`src/rtl/hex_display_ctrl.sv`:
```
// Avalon-MM register bank driving up to eight active-low seven-segment digits.
// Latency: register write to hex_export 2 edges; read data 1 cycle after avs_read.
// Backpressure: none; no waitrequest, every access completes in a single cycle.
module hex_display_ctrl #(
  parameter int NUM_DIGITS  = 8,
  parameter int BLINK_DIV_W = 26,
  parameter int BLINK_RESET = 25000000
) (
  input  logic                    clk_clk,
  input  logic                    reset_reset_n,
  input  logic [2:0]              avs_address,
  input  logic                    avs_write,
  input  logic [31:0]             avs_writedata,
  input  logic                    avs_read,
  output logic [31:0]             avs_readdata,
  output logic [7*NUM_DIGITS-1:0] hex_export
);

  // Register word addresses.
  localparam logic [2:0] ADDR_VALUE   = 3'd0;
  localparam logic [2:0] ADDR_ENABLE  = 3'd1;
  localparam logic [2:0] ADDR_BMASK   = 3'd2;
  localparam logic [2:0] ADDR_PERIOD  = 3'd3;
  localparam logic [2:0] ADDR_RAW_SEL = 3'd4;
  localparam logic [2:0] ADDR_RAW_LO  = 3'd5;
  localparam logic [2:0] ADDR_RAW_HI  = 3'd6;
  localparam logic [2:0] ADDR_STATUS  = 3'd7;

  // One bit per implemented digit.
  function automatic logic [7:0] dig_mask_f();
    logic [7:0] m;
    m = '0;
    for (int i = 0; i < 8; i++) begin
      if (i < NUM_DIGITS) m[i] = 1'b1;
    end
    return m;
  endfunction

  // One nibble per implemented digit.
  function automatic logic [31:0] value_mask_f();
    logic [31:0] m;
    m = '0;
    for (int i = 0; i < 8; i++) begin
      if (i < NUM_DIGITS) m[4*i +: 4] = 4'hF;
    end
    return m;
  endfunction

  // Seven-bit byte lanes of implemented digits, starting at digit 'base'.
  function automatic logic [31:0] raw_mask_f(input int base);
    logic [31:0] m;
    m = '0;
    for (int i = 0; i < 4; i++) begin
      if (base + i < NUM_DIGITS) m[8*i +: 7] = 7'h7F;
    end
    return m;
  endfunction

  // Hex nibble to active-low segments, bit 0 = a ... bit 6 = g.
  function automatic logic [6:0] seg_decode(input logic [3:0] n);
    logic [6:0] s;
    case (n)
      4'h0: s = 7'h40;
      4'h1: s = 7'h79;
      4'h2: s = 7'h24;
      4'h3: s = 7'h30;
      4'h4: s = 7'h19;
      4'h5: s = 7'h12;
      4'h6: s = 7'h02;
      4'h7: s = 7'h78;
      4'h8: s = 7'h00;
      4'h9: s = 7'h10;
      4'hA: s = 7'h08;
      4'hB: s = 7'h03;
      4'hC: s = 7'h46;
      4'hD: s = 7'h21;
      4'hE: s = 7'h06;
      default: s = 7'h0E;
    endcase
    return s;
  endfunction

  localparam logic [7:0]             DIG_MASK    = dig_mask_f();
  localparam logic [31:0]            VALUE_MASK  = value_mask_f();
  localparam logic [31:0]            RAW_LO_MASK = raw_mask_f(0);
  localparam logic [31:0]            RAW_HI_MASK = raw_mask_f(4);
  localparam logic [BLINK_DIV_W-1:0] PERIOD_RST  = BLINK_DIV_W'(BLINK_RESET);
  localparam logic [BLINK_DIV_W-1:0] CNT_ONE     = BLINK_DIV_W'(1);

  logic [31:0]             value_q,    value_d;
  logic [7:0]              enable_q,   enable_d;
  logic [7:0]              bmask_q,    bmask_d;
  logic [BLINK_DIV_W-1:0]  period_q,   period_d;
  logic [7:0]              raw_sel_q,  raw_sel_d;
  logic [31:0]             raw_lo_q,   raw_lo_d;
  logic [31:0]             raw_hi_q,   raw_hi_d;
  logic [BLINK_DIV_W-1:0]  cnt_q,      cnt_d;
  logic                    phase_q,    phase_d;
  logic [31:0]             readdata_q, readdata_d;
  logic [7*NUM_DIGITS-1:0] hex_q,      hex_d;
  logic [31:0]             rd_mux;
  logic [63:0]             raw_all;

  logic wr_period, wr_status;
  assign wr_period = avs_write && (avs_address == ADDR_PERIOD);
  assign wr_status = avs_write && (avs_address == ADDR_STATUS);

  // Register writes: whole-word, with unimplemented bits forced to zero.
  always_comb begin
    value_d   = value_q;
    enable_d  = enable_q;
    bmask_d   = bmask_q;
    period_d  = period_q;
    raw_sel_d = raw_sel_q;
    raw_lo_d  = raw_lo_q;
    raw_hi_d  = raw_hi_q;
    if (avs_write) begin
      case (avs_address)
        ADDR_VALUE:   value_d   = avs_writedata & VALUE_MASK;
        ADDR_ENABLE:  enable_d  = avs_writedata[7:0] & DIG_MASK;
        ADDR_BMASK:   bmask_d   = avs_writedata[7:0] & DIG_MASK;
        ADDR_PERIOD:  period_d  = avs_writedata[BLINK_DIV_W-1:0];
        ADDR_RAW_SEL: raw_sel_d = avs_writedata[7:0] & DIG_MASK;
        ADDR_RAW_LO:  raw_lo_d  = avs_writedata & RAW_LO_MASK;
        ADDR_RAW_HI:  raw_hi_d  = avs_writedata & RAW_HI_MASK;
        default: ;
      endcase
    end
  end

  // Blink timer: bus writes take priority over counting; period 0 parks at phase 0.
  always_comb begin
    cnt_d   = cnt_q;
    phase_d = phase_q;
    if (wr_status) begin
      cnt_d   = '0;
      phase_d = 1'b0;
    end else if (wr_period) begin
      cnt_d   = '0;
    end else if (period_q == '0) begin
      cnt_d   = '0;
      phase_d = 1'b0;
    end else if (cnt_q == period_q - CNT_ONE) begin
      cnt_d   = '0;
      phase_d = ~phase_q;
    end else begin
      cnt_d   = cnt_q + CNT_ONE;
    end
  end

  // Read mux from current (pre-write) state; readdata holds between reads.
  always_comb begin
    rd_mux = '0;
    case (avs_address)
      ADDR_VALUE:   rd_mux = value_q;
      ADDR_ENABLE:  rd_mux = {24'b0, enable_q};
      ADDR_BMASK:   rd_mux = {24'b0, bmask_q};
      ADDR_PERIOD:  rd_mux = 32'(period_q);
      ADDR_RAW_SEL: rd_mux = {24'b0, raw_sel_q};
      ADDR_RAW_LO:  rd_mux = raw_lo_q;
      ADDR_RAW_HI:  rd_mux = raw_hi_q;
      default:      rd_mux = {31'b0, phase_q};
    endcase
    readdata_d = avs_read ? rd_mux : readdata_q;
  end

  assign raw_all = {raw_hi_q, raw_lo_q};

  // Per-digit output select: disable, then blink blanking, then raw, then decode.
  always_comb begin
    hex_d = '1;
    for (int i = 0; i < NUM_DIGITS; i++) begin
      if (!enable_q[i]) begin
        hex_d[7*i +: 7] = 7'h7F;
      end else if (bmask_q[i] && phase_q) begin
        hex_d[7*i +: 7] = 7'h7F;
      end else if (raw_sel_q[i]) begin
        hex_d[7*i +: 7] = raw_all[8*i +: 7];
      end else begin
        hex_d[7*i +: 7] = seg_decode(value_q[4*i +: 4]);
      end
    end
  end

  // State registers; outputs blank and registers take reset values asynchronously.
  always_ff @(posedge clk_clk or negedge reset_reset_n) begin
    if (!reset_reset_n) begin
      value_q    <= '0;
      enable_q   <= DIG_MASK;
      bmask_q    <= '0;
      period_q   <= PERIOD_RST;
      raw_sel_q  <= '0;
      raw_lo_q   <= RAW_LO_MASK;
      raw_hi_q   <= RAW_HI_MASK;
      cnt_q      <= '0;
      phase_q    <= 1'b0;
      readdata_q <= '0;
      hex_q      <= '1;
    end else begin
      value_q    <= value_d;
      enable_q   <= enable_d;
      bmask_q    <= bmask_d;
      period_q   <= period_d;
      raw_sel_q  <= raw_sel_d;
      raw_lo_q   <= raw_lo_d;
      raw_hi_q   <= raw_hi_d;
      cnt_q      <= cnt_d;
      phase_q    <= phase_d;
      readdata_q <= readdata_d;
      hex_q      <= hex_d;
    end
  end

  assign avs_readdata = readdata_q;
  assign hex_export   = hex_q;

endmodule
```
`config.mk`:
```
export PLATFORM = sky130hd
export DESIGN_NAME = hex_display_ctrl
export DESIGN_NICKNAME = d
export VERILOG_FILES = /design/src/rtl/hex_display_ctrl.sv
export SDC_FILE = /design/constraint.sdc
export NUM_CORES = 1
export LEC_CHECK = 0
export CORE_AREA = 2 2 217 166
export DETAILED_ROUTE_END_ITERATION = 8
export DIE_AREA = 0 0 219 168
export GPL_TIMING_DRIVEN = 0
export SETUP_SLACK_MARGIN = 0.05
export SLEW_MARGIN = 10
export SYNTH_ARGS = -nofsm -noshare
export SYNTH_HDL_FRONTEND = slang
export SYNTH_SLANG_ARGS = --single-unit
```
`constraint.sdc`:
```
create_clock -name clk_clk -period 6.6 [get_ports clk_clk]
set_input_delay 0.66 -clock clk_clk [delete_from_list [all_inputs] [get_ports clk_clk]]
set_output_delay 0.66 -clock clk_clk [all_outputs]
set_load 0.01 [all_outputs]
```
==> out/metrics.yaml <==
clock_network:
  post_cts_buffers: 0
  cts_max_level: 1
  clockBufferDepth: 3
  clock-root-buffer: "clkbuf_16"
  clkSinkCount: 253
  cts_hold_buffers: 0
  cts_buffers: 27
  cts_tree: "yes"
  post_cts_resized: 0
  path_clk_slew_ns: 0.06
  worst_skew_pair.late_latency_ns: 0.57
worst_setup_path:
  reg2reg_to: "cnt_q[11]"
  r2r_cells: 13
  cp-start-kind: "input pin"
  regToRegStartpoint: "period_q[0]"
  endpoint_kind: "flip-flop"
  crit_fanout: 10
  crit_arrival_ns: 4.02
  crit_type: "input pin to flip-flop"
  required_ns: 7.09
  r2r_setup_slack_ns: 3.19
finish:
  drive_above_1_share: 0.238
  synthToLayoutAreaGrowth_pct: 20.5
  nets: 1557
  n_antenna_cell: 0
global_route:
  overflow: 0
  grt_pass1_wl_mm: 66.4
  grt.total_usage: 0.237
  antenna_found_initial: 0
  grt_max_degree: 96
  first_global_vias: 10700
sta:
  rsz0062_at_grt: "false"
  hold_viol: 0
  worst_slack_ns: 3.07
  final_max_slew_viol_count: 0
  holdWs_ns: 0.0581
  worstMarginPinSlew_ns: 1.08
  timing.final.crit_share: 0.534
  setup_viol: 0
  fin_worst_skew_ns: 0.0218
  max_slew_margin: 0.277
  fin_crit_ns: 3.53
  fmax_mhz: 284
floorplan:
  core_area_sq_mm: 0.0350
  die_w_um: 219
  start_util: 0.392
  pin_count: 127
  dieArea_sq_mm: 0.0368
  fp.dieH_um: 168
  rows: 60
flow_run:
  cap_violations: 0
power_and_ir_drop:
  internal_power_mw: 3.72
  power_density_mw_per_mm2: 337
  ir_worst_vdd_uv: 173
  p_comb_frac: 0.289
  p_leak_nw: 6.59
  finalPower_mw: 5.58
  clkPwrFrac: 0.287
  p_seq_frac: 0.424
  swShare: 0.333
  switching_power_mw: 1.86
detailed_routing:
  routed_wl_mm: 43.1
  vias: 10900
  initialDrtViolationCount: 1028
  first_pass_iters: 7
  ant_nets: 0
  vias_per_cell: 5.59
  drc: 0
  wl_per_cell_um: 22.1
placed_design:
  pre_cts_slack_ns: 2.54
  place_hpwl_mm: 31.7
  gp_congestion: 0.891
  portBuffers: 123
synth:
  synth-simple-area-share: 0.135
  synth_edf_count: 0
  synth_ff_type: "dfstp_2"
  async_flop_share: 1.00
  synth.area.mux_share: 0.132
  avgSynthCellArea_sq_um: 10.4
  netlist_area_sq_mm: 0.0137
  yosys.area_share.xor_xnor: 0.0325
  yosys_register_bits: 253
  ys_warn_count: 0
  syn_inst: 1314
  synth_top_family_by_area: "compound AO/OA/AOI/OAI gates"
  yosys.area_share.adder: 0.0456
  syn_nets: 1403
  yosysUniqueCellTypes: 71
  ys_seq_area_frac: 0.473
  synth-compound-area-share: 0.142
outcome:
  status: "complete, no violations"
min_path:
  min_path_type: "input pin to asynchronous set/reset pin"
==> layer usage <==
metal / up-vias / global-route usage / share of wire / routed length, um
met5: - / 0 / 0 / 0
met3: 60 / 0.0403 / 0.064 / 2760
met4: 0 / 0.0438 / 0.018 / 782
met1: 5521 / 0.374 / 0.50 / 21500
li1: 4991 / - / - / -
met2: 352 / 0.338 / 0.42 / 18100
==> cell usage after synthesis (5+ instances only) <==
cell,number,share of area
nand2_1,138,0.038
dfstp_2,132,0.25
mux2_2,124,0.10
dfrtp_1,121,0.22
nor2_1,94,0.026
clkbuf_1,73,0.020
o21ai_0,70,0.026
a21oi_1,67,0.024
ha_1,50,0.046
a22oi_1,43,0.024
mux2i_1,33,0.024
a31oi_1,30,0.014
o211ai_1,30,0.016
inv_1,29,0.0079
xor2_1,27,0.017
xnor2_1,24,0.015
nor2_2,20,0.0091
a211oi_1,18,0.0098
nand2b_1,16,0.0073
nand3_1,16,0.0058
nor2b_1,14,0.0064
nor3_1,12,0.0044
and3_1,11,0.0050
a21boi_1,8,0.0044
nor3b_1,7,0.0038
nor4_1,7,0.0032
nand4_1,6,0.0027
a311oi_1,5,0.0032
or3_1,5,0.0023
or4_1,5,0.0027
==> area by class of cell <==
| class | count | area (sq um) |
|---|---|---|
| inverter | 29 | 109 |
| tap | 465 | 582 |
| fill | 3332 | 18400 |
| timing repair buffer | 125 | 1290 |
| clock inverter | 11 | 116 |
| multi-input combinational | 942 | 6700 |
| clock buffer | 39 | 812 |
| sequential | 253 | 6500 |
| buffer | 90 | 439 |
==> registers in the layout (all words and copies together), names as in the netlist <==
| name | count |
|---|---|
| hex_export | 56 |
| raw_hi_q | 28 |
| period_q | 26 |
| raw_sel_q | 8 |
| cnt_q | 26 |
| bmask_q | 8 |
| phase_q | 1 |
| value_q | 32 |
| raw_lo_q | 28 |
| avs_readdata | 32 |
| enable_q | 8 |
==> layout by cell type (no fill, tap or decap), types with 5 or more instances in the layout <==
master and instances:
a211oi_1 18, a21boi_1 8, a21oi_1 67, a22oi_1 43, a311oi_1 5, a31oi_1 30, and3_1 11, clkbuf_1 77
clkbuf_16 28, clkbuf_8 8, clkdlybuf4s50_1 122, clkinv_2 5, dfrtp_1 121, dfstp_2 132, ha_1 50, inv_1 29
mux2_2 124, mux2i_1 33, nand2_1 138, nand2b_1 16, nand3_1 16, nand4_1 6, nor2_1 94, nor2_2 20
nor2b_1 14, nor3_1 12, nor3b_1 6, nor4_1 7, o211ai_1 30, o21ai_0 70, or3_1 5, or4_1 5
xnor2_1 24, xor2_1 27
==> worst max path at each step <==
stage	startpoint	endpoint	depth (start not counted)
4_1_cts	avs_address[0]	raw_lo_q[17]	7
3_3_place_gp	reset_reset_n	avs_readdata[21]	1
6_report	avs_address[0]	raw_lo_q[17]	7
3_5_place_dp	avs_address[0]	raw_lo_q[10]	7
5_1_grt	avs_address[0]	raw_lo_q[26]	7
2_1_floorplan	period_q[0]	cnt_q[22]	13
==> critical path, stage by stage <==
cell and delay [ns]:
clkdlybuf4s50_1 0.54, buf_1 0.56, nand2_1 0.11, nor2_1 0.63, nand2_1 0.63, clkbuf_1 0.49, mux2_2 0.39
==> power groups by stage <==
stage / Sequential (mW) / Combinational, mW / Clock, mW
3_3_place_gp: 2.38 / 1.59 / 0
4_1_cts: 2.36 / 1.61 / 1.63
5_1_grt: 2.41 / 1.78 / 1.69
2_1_floorplan: 2.31 / 0.936 / 0
6_report: 2.37 / 1.61 / 1.60
3_5_place_dp: 2.38 / 1.60 / 0
==> per-stage QoR <==
| stage | std cells | TNS [ns] | utilization | cell area (sq um) |
|---|---|---|---|---|
| 2_1_floorplan | 1314 | 0 | - | 13700 |
| 3_3_place_gp | 1902 | -1087.84 | 0.444 | 15500 |
| 3_5_place_dp | 1904 | 0 | 0.446 | 15600 |
| 4_1_cts | 1954 | 0 | 0.473 | 16500 |
| 5_1_grt | 1954 | 0 | 0.473 | 16500 |
| 6_report | 1954 | 0 | 0.473 | 16500 |
==> cell families (layout without fill, tap and decap cells) <==
kind of cell / after synthesis / after routing
buf+inv: 119 / 294
mux: 161 / 161
xor+xnor: 51 / 51
fa+ha+maj: 50 / 50
flops: 253 / 253
compound gates: 302 / 302
simple gates: 378 / 378
No activity file was read; power rests on OpenSTA's default activity.
